<file path="src/rtl/bank_access_ctrl_if.sv">
// Signal bundle between bank_access_ctrl and its neighbours: keypad, clear request,
// VGA read address and the register bank ports.
interface bank_access_ctrl_if #(
    parameter int ADDR_W = 4,
    parameter int DATA_W = 3
) ();
    logic              key_valid;
    logic [ADDR_W-1:0] key_pos;
    logic              clr_req;
    logic [ADDR_W-1:0] vga_addr;
    logic [DATA_W-1:0] rd_data;
    logic [ADDR_W-1:0] addr_r;
    logic [ADDR_W-1:0] addr_w;
    logic              wr_en;
    logic [DATA_W-1:0] wr_data;
    logic              rd_own;
    logic              busy;
    logic [7:0]        edit_cnt;

    // Environment side: keypad, clear source, VGA block and bank read data
    modport master (
        output key_valid, key_pos, clr_req, vga_addr, rd_data,
        input  addr_r, addr_w, wr_en, wr_data, rd_own, busy, edit_cnt
    );

    // Controller side
    modport slave (
        input  key_valid, key_pos, clr_req, vga_addr, rd_data,
        output addr_r, addr_w, wr_en, wr_data, rd_own, busy, edit_cnt
    );
endinterface

</file>
<file path="src/rtl/bank_access_ctrl.sv">
// Register-bank access controller: keypad read-modify-write colour advance and clear sweep.
// Optional keypad edit counter is built only when BANK_EDIT_CNT_EN is defined.
module bank_access_ctrl #(
    parameter int ADDR_W    = 4,
    parameter int DATA_W    = 3,
    parameter int CLR_COLOR = 0
) (
    input  logic                clk,
    input  logic                rst,
    bank_access_ctrl_if.slave   bus
);

    typedef enum logic [2:0] {
        ST_IDLE     = 3'd0,
        ST_READ     = 3'd1,
        ST_WRITE    = 3'd2,
        ST_WAIT_REL = 3'd3,
        ST_CLEAR    = 3'd4
    } state_t;

    localparam logic [ADDR_W-1:0] ADDR_ZERO = {ADDR_W{1'b0}};
    localparam logic [ADDR_W-1:0] ADDR_ONE  = {{(ADDR_W-1){1'b0}}, 1'b1};
    localparam logic [ADDR_W-1:0] ADDR_LAST = {ADDR_W{1'b1}};
    localparam logic [DATA_W-1:0] DATA_ZERO = {DATA_W{1'b0}};
    localparam logic [DATA_W-1:0] CLR_WORD  = DATA_W'(CLR_COLOR);

    // Next colour in the cycle; the top colour wraps naturally to zero.
    function automatic logic [DATA_W-1:0] next_color(input logic [DATA_W-1:0] c);
        return c + {{(DATA_W-1){1'b0}}, 1'b1};
    endfunction

    state_t            state_r;
    logic [ADDR_W-1:0] pos_q_r;
    logic              key_prev_r;
    logic [ADDR_W-1:0] addr_w_r;
    logic              wr_en_r;
    logic [DATA_W-1:0] wr_data_r;
    logic              busy_r;
    logic              press_edge_s;
    logic              last_addr_s;

    // Press edge detection and end-of-sweep decode
    always_comb begin
        press_edge_s = bus.key_valid & ~key_prev_r;
        last_addr_s  = (addr_w_r == ADDR_LAST);
    end

    // Main controller FSM with registered bank-write outputs.
    // The captured read word is folded straight into wr_data_r so the
    // write data is already registered during the WRITE cycle.
    always_ff @(posedge clk or negedge rst) begin
        if (!rst) begin
            state_r    <= ST_IDLE;
            pos_q_r    <= ADDR_ZERO;
            key_prev_r <= 1'b0;
            addr_w_r   <= ADDR_ZERO;
            wr_en_r    <= 1'b0;
            wr_data_r  <= DATA_ZERO;
            busy_r     <= 1'b0;
        end else begin
            key_prev_r <= bus.key_valid;
            case (state_r)
                ST_IDLE: begin
                    if (bus.clr_req) begin
                        state_r   <= ST_CLEAR;
                        addr_w_r  <= ADDR_ZERO;
                        wr_en_r   <= 1'b1;
                        wr_data_r <= CLR_WORD;
                        busy_r    <= 1'b1;
                    end else if (press_edge_s) begin
                        state_r <= ST_READ;
                        pos_q_r <= bus.key_pos;
                        busy_r  <= 1'b1;
                    end else begin
                        state_r <= ST_IDLE;
                    end
                end
                ST_READ: begin
                    state_r   <= ST_WRITE;
                    addr_w_r  <= pos_q_r;
                    wr_data_r <= next_color(bus.rd_data);
                    wr_en_r   <= 1'b1;
                end
                ST_WRITE: begin
                    state_r <= ST_WAIT_REL;
                    wr_en_r <= 1'b0;
                end
                ST_WAIT_REL: begin
                    if (bus.clr_req) begin
                        state_r   <= ST_CLEAR;
                        addr_w_r  <= ADDR_ZERO;
                        wr_en_r   <= 1'b1;
                        wr_data_r <= CLR_WORD;
                    end else if (!bus.key_valid) begin
                        state_r <= ST_IDLE;
                        busy_r  <= 1'b0;
                    end else begin
                        state_r <= ST_WAIT_REL;
                    end
                end
                ST_CLEAR: begin
                    if (last_addr_s) begin
                        state_r <= ST_IDLE;
                        wr_en_r <= 1'b0;
                        busy_r  <= 1'b0;
                    end else begin
                        addr_w_r <= addr_w_r + ADDR_ONE;
                    end
                end
                default: begin
                    state_r <= ST_IDLE;
                    wr_en_r <= 1'b0;
                    busy_r  <= 1'b0;
                end
            endcase
        end
    end

`ifdef BANK_EDIT_CNT_EN
    logic [7:0] edit_cnt_r;
    logic       clear_entry_s;

    // A sweep starts from IDLE or WAIT_REL whenever clr_req is seen there
    always_comb begin
        clear_entry_s = 1'b0;
        if (((state_r == ST_IDLE) || (state_r == ST_WAIT_REL)) && bus.clr_req) begin
            clear_entry_s = 1'b1;
        end else begin
            clear_entry_s = 1'b0;
        end
    end

    // Saturating count of keypad edits, zeroed when a sweep begins
    always_ff @(posedge clk or negedge rst) begin
        if (!rst) begin
            edit_cnt_r <= 8'h00;
        end else if (clear_entry_s) begin
            edit_cnt_r <= 8'h00;
        end else if ((state_r == ST_WRITE) && (edit_cnt_r != 8'hFF)) begin
            edit_cnt_r <= edit_cnt_r + 8'h01;
        end else begin
            edit_cnt_r <= edit_cnt_r;
        end
    end

    assign bus.edit_cnt = edit_cnt_r;
`else
    assign bus.edit_cnt = 8'h00;
`endif

    // The controller borrows the read port only for its single READ cycle
    assign bus.rd_own  = (state_r == ST_READ);
    assign bus.addr_r  = (state_r == ST_READ) ? pos_q_r : bus.vga_addr;
    assign bus.addr_w  = addr_w_r;
    assign bus.wr_en   = wr_en_r;
    assign bus.wr_data = wr_data_r;
    assign bus.busy    = busy_r;

endmodule

</file>
<file path="src/flat_wrapper.sv">
// flat-port wrapper written by rule: the top's interface ports become plain ports
module bank_access_ctrl_flat 
#(
    parameter int ADDR_W    = 4,
    parameter int DATA_W    = 3,
    parameter int CLR_COLOR = 0
)
  (clk, rst, bus_key_valid, bus_key_pos, bus_clr_req, bus_vga_addr, bus_rd_data, bus_addr_r, bus_addr_w, bus_wr_en, bus_wr_data, bus_rd_own, bus_busy, bus_edit_cnt);
  bank_access_ctrl_if #(.ADDR_W(ADDR_W), .DATA_W(DATA_W)) bus_i ();
  input  logic clk;
  input  logic rst;
  input wire logic [$bits(bus_i.key_valid)-1:0] bus_key_valid;
  input wire logic [$bits(bus_i.key_pos)-1:0] bus_key_pos;
  input wire logic [$bits(bus_i.clr_req)-1:0] bus_clr_req;
  input wire logic [$bits(bus_i.vga_addr)-1:0] bus_vga_addr;
  input wire logic [$bits(bus_i.rd_data)-1:0] bus_rd_data;
  output wire logic [$bits(bus_i.addr_r)-1:0] bus_addr_r;
  output wire logic [$bits(bus_i.addr_w)-1:0] bus_addr_w;
  output wire logic [$bits(bus_i.wr_en)-1:0] bus_wr_en;
  output wire logic [$bits(bus_i.wr_data)-1:0] bus_wr_data;
  output wire logic [$bits(bus_i.rd_own)-1:0] bus_rd_own;
  output wire logic [$bits(bus_i.busy)-1:0] bus_busy;
  output wire logic [$bits(bus_i.edit_cnt)-1:0] bus_edit_cnt;
  assign bus_i.key_valid = bus_key_valid;
  assign bus_i.key_pos = bus_key_pos;
  assign bus_i.clr_req = bus_clr_req;
  assign bus_i.vga_addr = bus_vga_addr;
  assign bus_i.rd_data = bus_rd_data;
  assign bus_addr_r = bus_i.addr_r;
  assign bus_addr_w = bus_i.addr_w;
  assign bus_wr_en = bus_i.wr_en;
  assign bus_wr_data = bus_i.wr_data;
  assign bus_rd_own = bus_i.rd_own;
  assign bus_busy = bus_i.busy;
  assign bus_edit_cnt = bus_i.edit_cnt;
  bank_access_ctrl #(.ADDR_W(ADDR_W), .DATA_W(DATA_W), .CLR_COLOR(CLR_COLOR)) u_core (.clk(clk), .rst(rst), .bus(bus_i));
endmodule
</file>
<file path="config.mk">
export PLATFORM = sky130hd
export DESIGN_NAME = bank_access_ctrl_flat
export DESIGN_NICKNAME = d
export VERILOG_FILES = /design/src/rtl/bank_access_ctrl_if.sv /design/src/rtl/bank_access_ctrl.sv /design/src/flat_wrapper.sv
export SDC_FILE = /design/constraint.sdc
export NUM_CORES = 1
export LEC_CHECK = 0
export ABC_AREA = 1
export BUFFER_PORTS_ARGS = -buffer_cell sky130_fd_sc_hd__buf_2
export CAP_MARGIN = 10
export CORE_MARGIN = 5
export CORE_UTILIZATION = 40
export DETAILED_ROUTE_END_ITERATION = 8
export GPL_TIMING_DRIVEN = 0
export PLACE_DENSITY = 0.69
export SLEW_MARGIN = 20
export SYNTH_ARGS = -nofsm -noshare
export SYNTH_HDL_FRONTEND = slang
export SYNTH_SLANG_ARGS = --single-unit
</file>
<file path="constraint.sdc">
create_clock -name clk -period 3 [get_ports clk]
set_clock_uncertainty 0.1 [all_clocks]
set_input_delay 0.15 -clock clk [delete_from_list [all_inputs] [get_ports clk]]
set_output_delay 0.15 -clock clk [all_outputs]
set_load 0.01 [all_outputs]
</file>
# Yosys cells after proc, flatten, opt, wreduce, memory -nomap -nowiden
# Index checks and enable logic that the tools add are counted.
# word_totals
ff_bits	17
input_bits	15
out_inout_bits	22
wordCells	54
# op_classes
n_addsub	2
n_eq_ne	11
n_mux	20
bitwise_logic	4
n_reduce_logical	10
# op_table
operator	n
3-bit case mux with 5 select lines	1
3-bit two-way mux	4
4-bit two-way mux	3
4-bit case mux with 3 select lines	1
1-bit two-way mux	7
3-bit by 2-bit == test with 1-bit output (second input constant)	2
2-bit != test (second input constant)	3
3-bit case mux with 2 select lines	1
3-bit AND reduction	2
5-bit AND reduction	1
4-bit by 1-bit adder with 4-bit output (second input constant)	1
4-bit == test (second input constant)	1
2-bit by 1-bit != test with 1-bit output (second input constant)	2
1-bit case mux with 4 select lines	1
2-bit AND reduction	2
2-bit OR reduction	2
3-bit by 1-bit adder with 3-bit output (second input constant)	1
3-bit by 1-bit == test with 1-bit output (second input constant)	1
3-bit == test (second input constant)	1
3-bit zero test	1
3-bit by 2-bit != test with 1-bit output (second input constant)	1
1-bit NOT	3
1-bit case mux with 3 select lines	1
3-bit nonzero test	1
other kinds (3)	3

# Logic depth before layout (Yosys ltp)
# Gate-level depths: netlist (run 1).
# depth
ltp_word	5
ltp_mapped	8

# Worst setup path before layout (run 1)
# No wires, ideal clock.
# synth_timing
path_type	reg-to-reg
startpoint	reg u_core.addr_w_r[0] (netlist: u_core.bus.addr_w[0])
endpoint	reg u_core.busy_r (netlist: u_core.bus.busy)
setup_time_ns	0.117
arrival_ns	1.132
t_required_ns	2.783
path_slack_ns	1.651
stages_incl_launch_ff	9
path_buffers	0
period_less_slack_ns	1.349
path_cell_list	dfrtp_1 > ha_1 > nand2_1 > nor2_2 > nor2_1 > nor2_1 > nand3_1 > nand2_1 > nand2_1
# synth_between
elab_chain_cells	3
# synth_rtl
item	line_no	text
start, declared	bank_access_ctrl.sv:35	logic [ADDR_W-1:0] addr_w_r;
start signal, assigned	bank_access_ctrl.sv:80	addr_w_r <= pos_q_r;
start signal, assigned	bank_access_ctrl.sv:107	addr_w_r <= addr_w_r + ADDR_ONE;
4-bit == test	bank_access_ctrl.sv:45	last_addr_s = (addr_w_r == ADDR_LAST);
2-bit by 1-bit != test with 1-bit output (no line)	n/a	
5-bit AND reduction (no line)	n/a	
end signal, assigned	bank_access_ctrl.sv:59	busy_r <= 1'b0;
end signal, assigned	bank_access_ctrl.sv:69	busy_r <= 1'b1;
end signal, assigned	bank_access_ctrl.sv:73	busy_r <= 1'b1;
end, declared	bank_access_ctrl.sv:38	logic busy_r;
# Every way passes these cells.
# A chain may end at the register's enable or synchronous reset.

# Worst setup path after layout (run 1)
# layout_timing
startpoint	reg u_core.state_r[2]
endpoint	out bus_addr_r[3]
# layout_between
elab_chain_cells	2
# layout_rtl
item	line_no	text
start, declared	bank_access_ctrl.sv:32	state_t state_r;
start signal, assigned	bank_access_ctrl.sv:53	state_r <= ST_IDLE;
start signal, assigned	bank_access_ctrl.sv:65	state_r <= ST_CLEAR;
start signal, assigned	bank_access_ctrl.sv:71	state_r <= ST_READ;
3-bit by 1-bit == test with 1-bit output	bank_access_ctrl.sv:153	assign bus.addr_r = (state_r == ST_READ) ? pos_q_r : bus.vga_addr;
4-bit two-way mux	bank_access_ctrl.sv:153	
end, declared	flat_wrapper.sv:17	output wire logic [$bits(bus_i.addr_r)-1:0] bus_addr_r;
# Every way passes these cells.

==> flow_summary.yaml, run 1 <==
worst_setup_path:
  setup.worst_path.end: "bus_addr_r[3]"
  worstRegToRegCells: 8
  worstPathArrival_ns: 1.46
  regToRegEndpoint: "u_core.bus.addr_w[3]$_DFFE_PN0P_"
  cp-end-kind: "output port"
  crit_path_max_fanout: 9
  setup.worst_path.start_class: "flop"
  worst-setup-path-type: "flop to output port"
  worst_ep_required_time_ns: 2.75
  r2r_setup_slack_ns: 1.53
  cp-startpoint: "u_core.state_r[2]$_DFFE_PN0P_"
  r2r-start: "u_core.state_r[0]$_DFFE_PN0P_"
finish:
  regArea_um2: 425
  area_of_the_multi_input_gates_um2: 500
  ratio_of_cells_with_drive_above_1_in_the_final_layout_pct: 32.0
  insertedDiodeCount: 0
  final.fill_count: 246
  num-nets-final: 199
  flow.area_growth_from_synthesis_pct: 29.3
  final_cells: 211
placement:
  gp_routability_congestion: 0.857
  placed_cells: 200
  hpwl_um: 1740
  io_buffers: 28
yosys:
  post_synthesis_register_bit_count: 17
  sequential_share_of_the_synthesized_area_pct: 41.6
  synth_largest_type_area_fraction_pct: 41.6
  synth_top_area_cell: "dfrtp_1"
  netlist_instances: 135
  ys_top_cells_by_area: "dfrtp_1 (42%), nand2_1 (18%), buf_4 (5.9%), inv_1 (4.0%), o21ai_1 (3.9%)"
  synthesis.area_per_instance_um2: 7.58
  synth_cell_type_count: 22
  synth-warning-count: 0
  netlist_area_before_placement_um2: 1020
timing:
  finalWorstPathRequiredPeriod_ns: 1.71
  tcrit_tclk_final_pct: 56.8
  final_hold_viol_count: 0
  hold_slack_ns: 0.0275
  fmax_ghz: 0.586
  setup_repair_after_global_routing_missed_its_margin: "false"
  maxSlewViolCount: 0
  setup_tns_ns: 0
  setup_violations: 0
clock_network:
  cts.reportedPaths.clkPinSlew_ns: 0.09
  cts-root-to-sink-buffers: 2
  gates_resized_cts_repair: 0
  cts_tree: "yes"
  clkSinkCount: 17
  htreeDepth: 1
  clk_root_buf: "clkbuf_4"
  clock_latency_ns: 0.29
  cts-buffers-inserted: 3
die:
  die_width_um: 60.6
  dieArea_um2: 3670
  chipHeight_um: 60.6
  core_area_um2: 2450
  floorplan.initialDensity_pct: 41.7
  num_io_pins: 37
  rows: 18
global_route:
  overflow: 0
  antenna_violations_before_repair: 0
  gr-usage-met2_pct: 24.9
  met1_track_usage_gr_pct: 16.3
  grt_busiest_layer: "met2"
  globalRouteTotalUtil_pct: 14.0
  use_met3_pct: 2.13
  grt_pass1_vias: 948
  grt_start_max_net_pins: 18
  grt_first_pass_wirelength_um: 3900
power:
  combinationalPowerShare_pct: 43.2
  switching_share_pct: 41.6
  power.density_nw_per_um2: 667
  total_leakage_power_nw: 0.787
  power.clock.fraction_pct: 13.9
  power.net_switching_mw: 0.367
  p_total_mw: 0.883
  power.ir.vdd_worst_mv: 0.484
  internal_power_mw: 0.515
  pwr-share-seq_pct: 42.9
routing:
  antenna_violating_nets_post_route: 0
  total_number_of_vias: 966
  detail_route.wl_per_cell_um: 10.6
  detail_route.wirelength_um: 2230
  drtIter0Drc: 19
  vias_per_cell: 4.58
  post-route-drc-count: 0
  detailedRoute.firstPassIterationCount: 4
job:
  drv_cap: 0
hold_path:
  min_delay_path_depth: 3
  holdCritPathClass: "primary input to flop"
run_status:
  status: "finished clean"
-- state kept, by name, indices dropped and copies added (netlist names) --
signal,cells
u_core.state_r,3
u_core.key_prev_r,1
u_core.pos_q_r,4
u_core.bus.wr_en,1
u_core.bus.wr_data,3
u_core.bus.busy,1
u_core.bus.addr_w,4
-- worst min-delay path by stage --
stage,start,slack [ns],to
floorplan,rst,-0.25,u_core.bus.addr_w[0]$_DFFE_PN0P_
global route,bus_rd_data[2],0.05,u_core.bus.wr_data[2]$_DFFE_PN0P_
detailed placement,rst,-0.003,u_core.bus.wr_en$_DFFE_PN0P_
global placement,rst,-0.01,u_core.bus.wr_data[0]$_DFFE_PN0P_
finish,bus_rd_data[2],0.03,u_core.bus.wr_data[2]$_DFFE_PN0P_
CTS,bus_rd_data[2],0.03,u_core.bus.wr_data[2]$_DFFE_PN0P_
-- cell usage in the layout, fill, tap and decap left out, types with 4 or more instances in the layout --
cell,count
nand2_1,50
conb_1,8
buf_4,8
buf_2,28
nor2_1,4
dlygate4sd3_1,7
nand3_1,7
inv_2,6
dfrtp_1,17
o21ai_1,8
nand2_2,5
inv_1,11
-- power groups by stage --
stage               combinational, mW  clock (mW)  sequential [mW]
global placement                0.372           0            0.377
CTS                             0.388       0.125            0.378
floorplan                       0.252           0            0.388
detailed placement              0.379           0            0.383
finish                          0.382       0.122            0.379
global route                    0.436       0.133            0.392
-- cell type report --
class | instances | area share, %
multi-input combinational | 100 | 37.8
sequential | 17 | 32.1
timing repair buffer | 35 | 15.9
inverter | 17 | 4.82
buffer | 8 | 4.54
tap | 30 | 2.84
clock buffer | 4 | 1.98
-- per-layer routing --
layer / up-vias / part of all wire [%]
met5: - / 0
met4: 0 / 3.5
met3: 9 / 5.3
met2: 30 / 50
met1: 429 / 41
li1: 498 / -
-- critical path: stages, from the launching register on --
cell and delay, ns:
dfrtp_1 0.42, inv_2 0.12, nand3_2 0.19, inv_2 0.19
nand2_1 0.07, nand2_1 0.05, buf_2 0.12
-- synthesized netlist by cell type --
library cell / number
xnor2_1: 1
o21ai_0: 3
nand3_4: 1
inv_2: 6
nand2_2: 5
nand3_2: 2
buf_4: 8
inv_1: 11
nand4_1: 2
dfrtp_1: 17
o21a_1: 1
a21oi_2: 1
nand2_1: 50
nand4_4: 1
a31oi_1: 1
ha_1: 2
nand3_1: 7
nor2_1: 4
nor2_2: 2
or2_2: 1
o21ai_1: 8
conb_1: 1
-- per-stage QoR --
| stage | utilization (%) | worst slack (ns) | area (um^2) |
|---|---|---|---|
| 2_1_floorplan | - | 1.65 | 1050 |
| 6_report | 53.9 | 1.29 | 1320 |
| 3_3_place_gp | 50.0 | 1.57 | 1230 |
| 4_1_cts | 53.9 | 1.28 | 1320 |
| 5_1_grt | 53.9 | 1.16 | 1320 |
| 3_5_place_dp | 50.0 | 1.53 | 1230 |
-- kinds of logic (layout without fill, tap and decap cells) --
logic type / after synthesis / after routing / synth area share (%)
flops: 17 / 17 / 41.6
simple gates: 75 / 75 / 35.1
compound gates: 14 / 14 / 7.58
other cells: 1 / 8 / 0.366
xor+xnor: 1 / 1 / 0.856
buf+inv: 25 / 64 / 12.1
fa+ha+maj: 2 / 2 / 2.44
-- timing repair --
item,CTS,global route
endpoints found under the hold margin,23,0
setup endpoints to repair,0,0
buffers inserted,0,0
hold buffers,7,0
(Power assumes the default switching activity.)
==> run 2, diff against run 1 <==
--- a/config.mk
+++ b/config.mk
@@ -12,7 +12,7 @@
 export CORE_UTILIZATION = 40
 export DETAILED_ROUTE_END_ITERATION = 8
 export GPL_TIMING_DRIVEN = 0
-export PLACE_DENSITY = 0.69
+export PLACE_DENSITY = 0.71
 export SLEW_MARGIN = 20
 export SYNTH_ARGS = -nofsm -noshare
 export SYNTH_HDL_FRONTEND = slang
==> constraint.sdc (replaced) <==
create_clock -name clk -period 1.5 [get_ports clk]
set_clock_uncertainty 0.1 [all_clocks]
set_input_delay 0.075 -clock clk [delete_from_list [all_inputs] [get_ports clk]]
set_output_delay 0.075 -clock clk [all_outputs]
set_load 0.01 [all_outputs]
==> flow_summary.yaml, run 2 (same netlist as run 1, synthesis figures left out) <==
routing:
  detail_route.wl_per_cell_um: 11.6
  vias_per_cell: 4.57
  total_number_of_vias: 1010
  drtIter0Drc: 25
  detailedRoute.firstPassIterationCount: 4
  detail_route.wirelength_um: 2560
  post-route-drc-count: 0
  antenna_violating_nets_post_route: 0
global_route:
  antenna_violations_before_repair: 0
  grt_first_pass_wirelength_um: 4200
  globalRouteTotalUtil_pct: 15.2
  grt_pass1_vias: 1004
  grt_start_max_net_pins: 18
  overflow: 0
die:
  floorplan.initialDensity_pct: 41.7
  num_io_pins: 37
  rows: 18
  die_width_um: 60.6
  dieArea_um2: 3670
  core_area_um2: 2450
  chipHeight_um: 60.6
hold_path:
  worstHoldStart: "bus_rd_data[1]"
  hold_path_end: "u_core.bus.wr_data[1]$_DFFE_PN0P_"
  min_delay_path_depth: 4
  holdCritPathClass: "primary input to flop"
timing:
  tcrit_tclk_final_pct: 97.9
  maxSlewViolCount: 0
  finalWorstPathRequiredPeriod_ns: 1.47
  final_hold_viol_count: 0
  setup_repair_after_global_routing_missed_its_margin: "true"
  setup_violations: 0
  final_critical_path_setup_slack_ns: 0.0317
  fmax_ghz: 0.681
placement:
  gp_routability_congestion: 0.870
  preCtsSetupSlack_ns: 0.0337
  io_buffers: 28
  placed_cells: 200
  hpwl_um: 1820
finish:
  area_of_the_multi_input_gates_um2: 538
  layout_commonest_cell: "nand2_1"
  final.fill_count: 220
  regArea_um2: 428
  ratio_of_cells_with_drive_above_1_in_the_final_layout_pct: 38.2
  final_cell_mix: "nand2_1 (47), buf_2 (28), buf_4 (16), dfrtp_1 (15), inv_1 (11)"
  flow.area_growth_from_synthesis_pct: 41.6
  insertedDiodeCount: 0
  num-nets-final: 209
  final_cells: 221
worst_setup_path:
  worst-setup-path-type: "flop to output port"
  regToRegEndpoint: "u_core.bus.wr_data[0]$_DFFE_PN0P_"
  crit_path_max_fanout: 7
  setup.worst_path.start_class: "flop"
  worstPathArrival_ns: 1.29
  cp_cell_sequence: "inv_2 -> nand3_4 -> clkinv_4 -> nand2_1 -> nand2_1 -> buf_2"
  worst_ep_required_time_ns: 1.32
  r2r_setup_slack_ns: 0.10
  cell_at_the_slowest_stage_of_the_critical_path: "dfrtp_2"
  worstRegToRegCells: 6
  path_common_cell: "nand2_1"
  r2r-start: "u_core.state_r[0]$_DFFE_PN0P_"
  cp-end-kind: "output port"
  cp_slowest_stage_delay_ns: 0.46
run_status:
  status: "finished clean"
power:
  power.density_nw_per_um2: 1290
  total_leakage_power_nw: 0.833
  p_total_mw: 1.87
  power.ir.vdd_worst_mv: 0.873
clock_network:
  clkSinkCount: 17
  cts-buffers-inserted: 3
  cts.reportedPaths.clkPinSlew_ns: 0.10
  htreeDepth: 1
  clk_root_buf: "clkbuf_4"
  cts-root-to-sink-buffers: 2
  cts_tree: "yes"
  clock_latency_ns: 0.28
job:
  drv_cap: 0
-- run 2: cell types whose count changed in the layout (fill, tap and decap cells not counted), sizes merged --
cell / before / now
buf: 36 / 44
clkinv: 0 / 1
dlygate4sd3: 7 / 9
inv: 17 / 16
-- run 2: worst max path at each step --
stage,endpoint,slack (ns),from
after CTS,bus_addr_r[3],0.008,u_core.state_r[2]$_DFFE_PN0P_
final,bus_addr_r[0],0.03,u_core.state_r[1]$_DFFE_PN0P_
after global routing,bus_addr_r[1],-0.05,u_core.state_r[1]$_DFFE_PN0P_
after global placement,u_core.bus.addr_w[3]$_DFFE_PN0P_,0.08,u_core.state_r[0]$_DFFE_PN0P_
after floorplan,u_core.bus.busy$_DFFE_PN0P_,0.15,u_core.bus.addr_w[0]$_DFFE_PN0P_
after detailed placement,u_core.bus.addr_w[3]$_DFFE_PN0P_,0.03,u_core.state_r[0]$_DFFE_PN0P_
-- run 2: timing repair --
item | in CTS | in global routing
hold endpoints to repair | 26 | 0
gates cloned | 0 | 0
resized for setup | 3 | 11
endpoints found under the setup margin | 5 | 14
setup buffers | 2 | 6
hold buffers | 9 | 0
pin swaps | 1 | 3
-- run 2: cell type report --
class | instances | area share, %
sequential | 17 | 29.5
tap | 30 | 2.59
inverter | 17 | 4.75
buffer | 8 | 4.15
multi-input combinational | 100 | 37.1
timing repair buffer | 45 | 20.0
clock buffer | 4 | 1.81
-- run 2: metal layers --
layer | GRT usage (%) | routed length, um | vias to the layer above
met1 | 16.5 | 1010 | 465
met4 | 5.88 | 19 | 0
li1 | - | - | 522
met5 | 0 | 0 | -
met3 | 1.91 | 118 | 2
met2 | 29.6 | 1420 | 21
-- run 2: power by group --
| part | internal, mW | switching, mW | leakage, nW |
|---|---|---|---|
| clock network | 0.103 | 0.140 | 0.0150 |
| logic | 0.367 | 0.500 | 0.603 |
| registers | 0.619 | 0.140 | 0.215 |
| total | 1.09 | 0.780 | 0.833 |
-- run 2: stage by stage --
| step | instance area, um^2 | hold slack, ns | setup TNS, ns | util, % |
|---|---|---|---|---|
| 2_1_floorplan | 1050 | -0.321 | 0 | - |
| 3_3_place_gp | 1230 | -0.0885 | 0 | 50.0 |
| 3_5_place_dp | 1230 | -0.0771 | 0 | 50.0 |
| 4_1_cts | 1370 | 0.0105 | 0 | 55.8 |
| 5_1_grt | 1450 | 0.0530 | -0.211 | 59.0 |
| 6_report | 1450 | 0.0596 | 0 | 59.0 |
-- run 2: worst max-delay path: cells and delay by family, from the launching register on --
| kind | cells | cell delay [ns] |
|---|---|---|
| simple gates | 3 | 0.23 |
| buf+inv | 3 | 0.32 |
| flops | 1 | 0.46 |
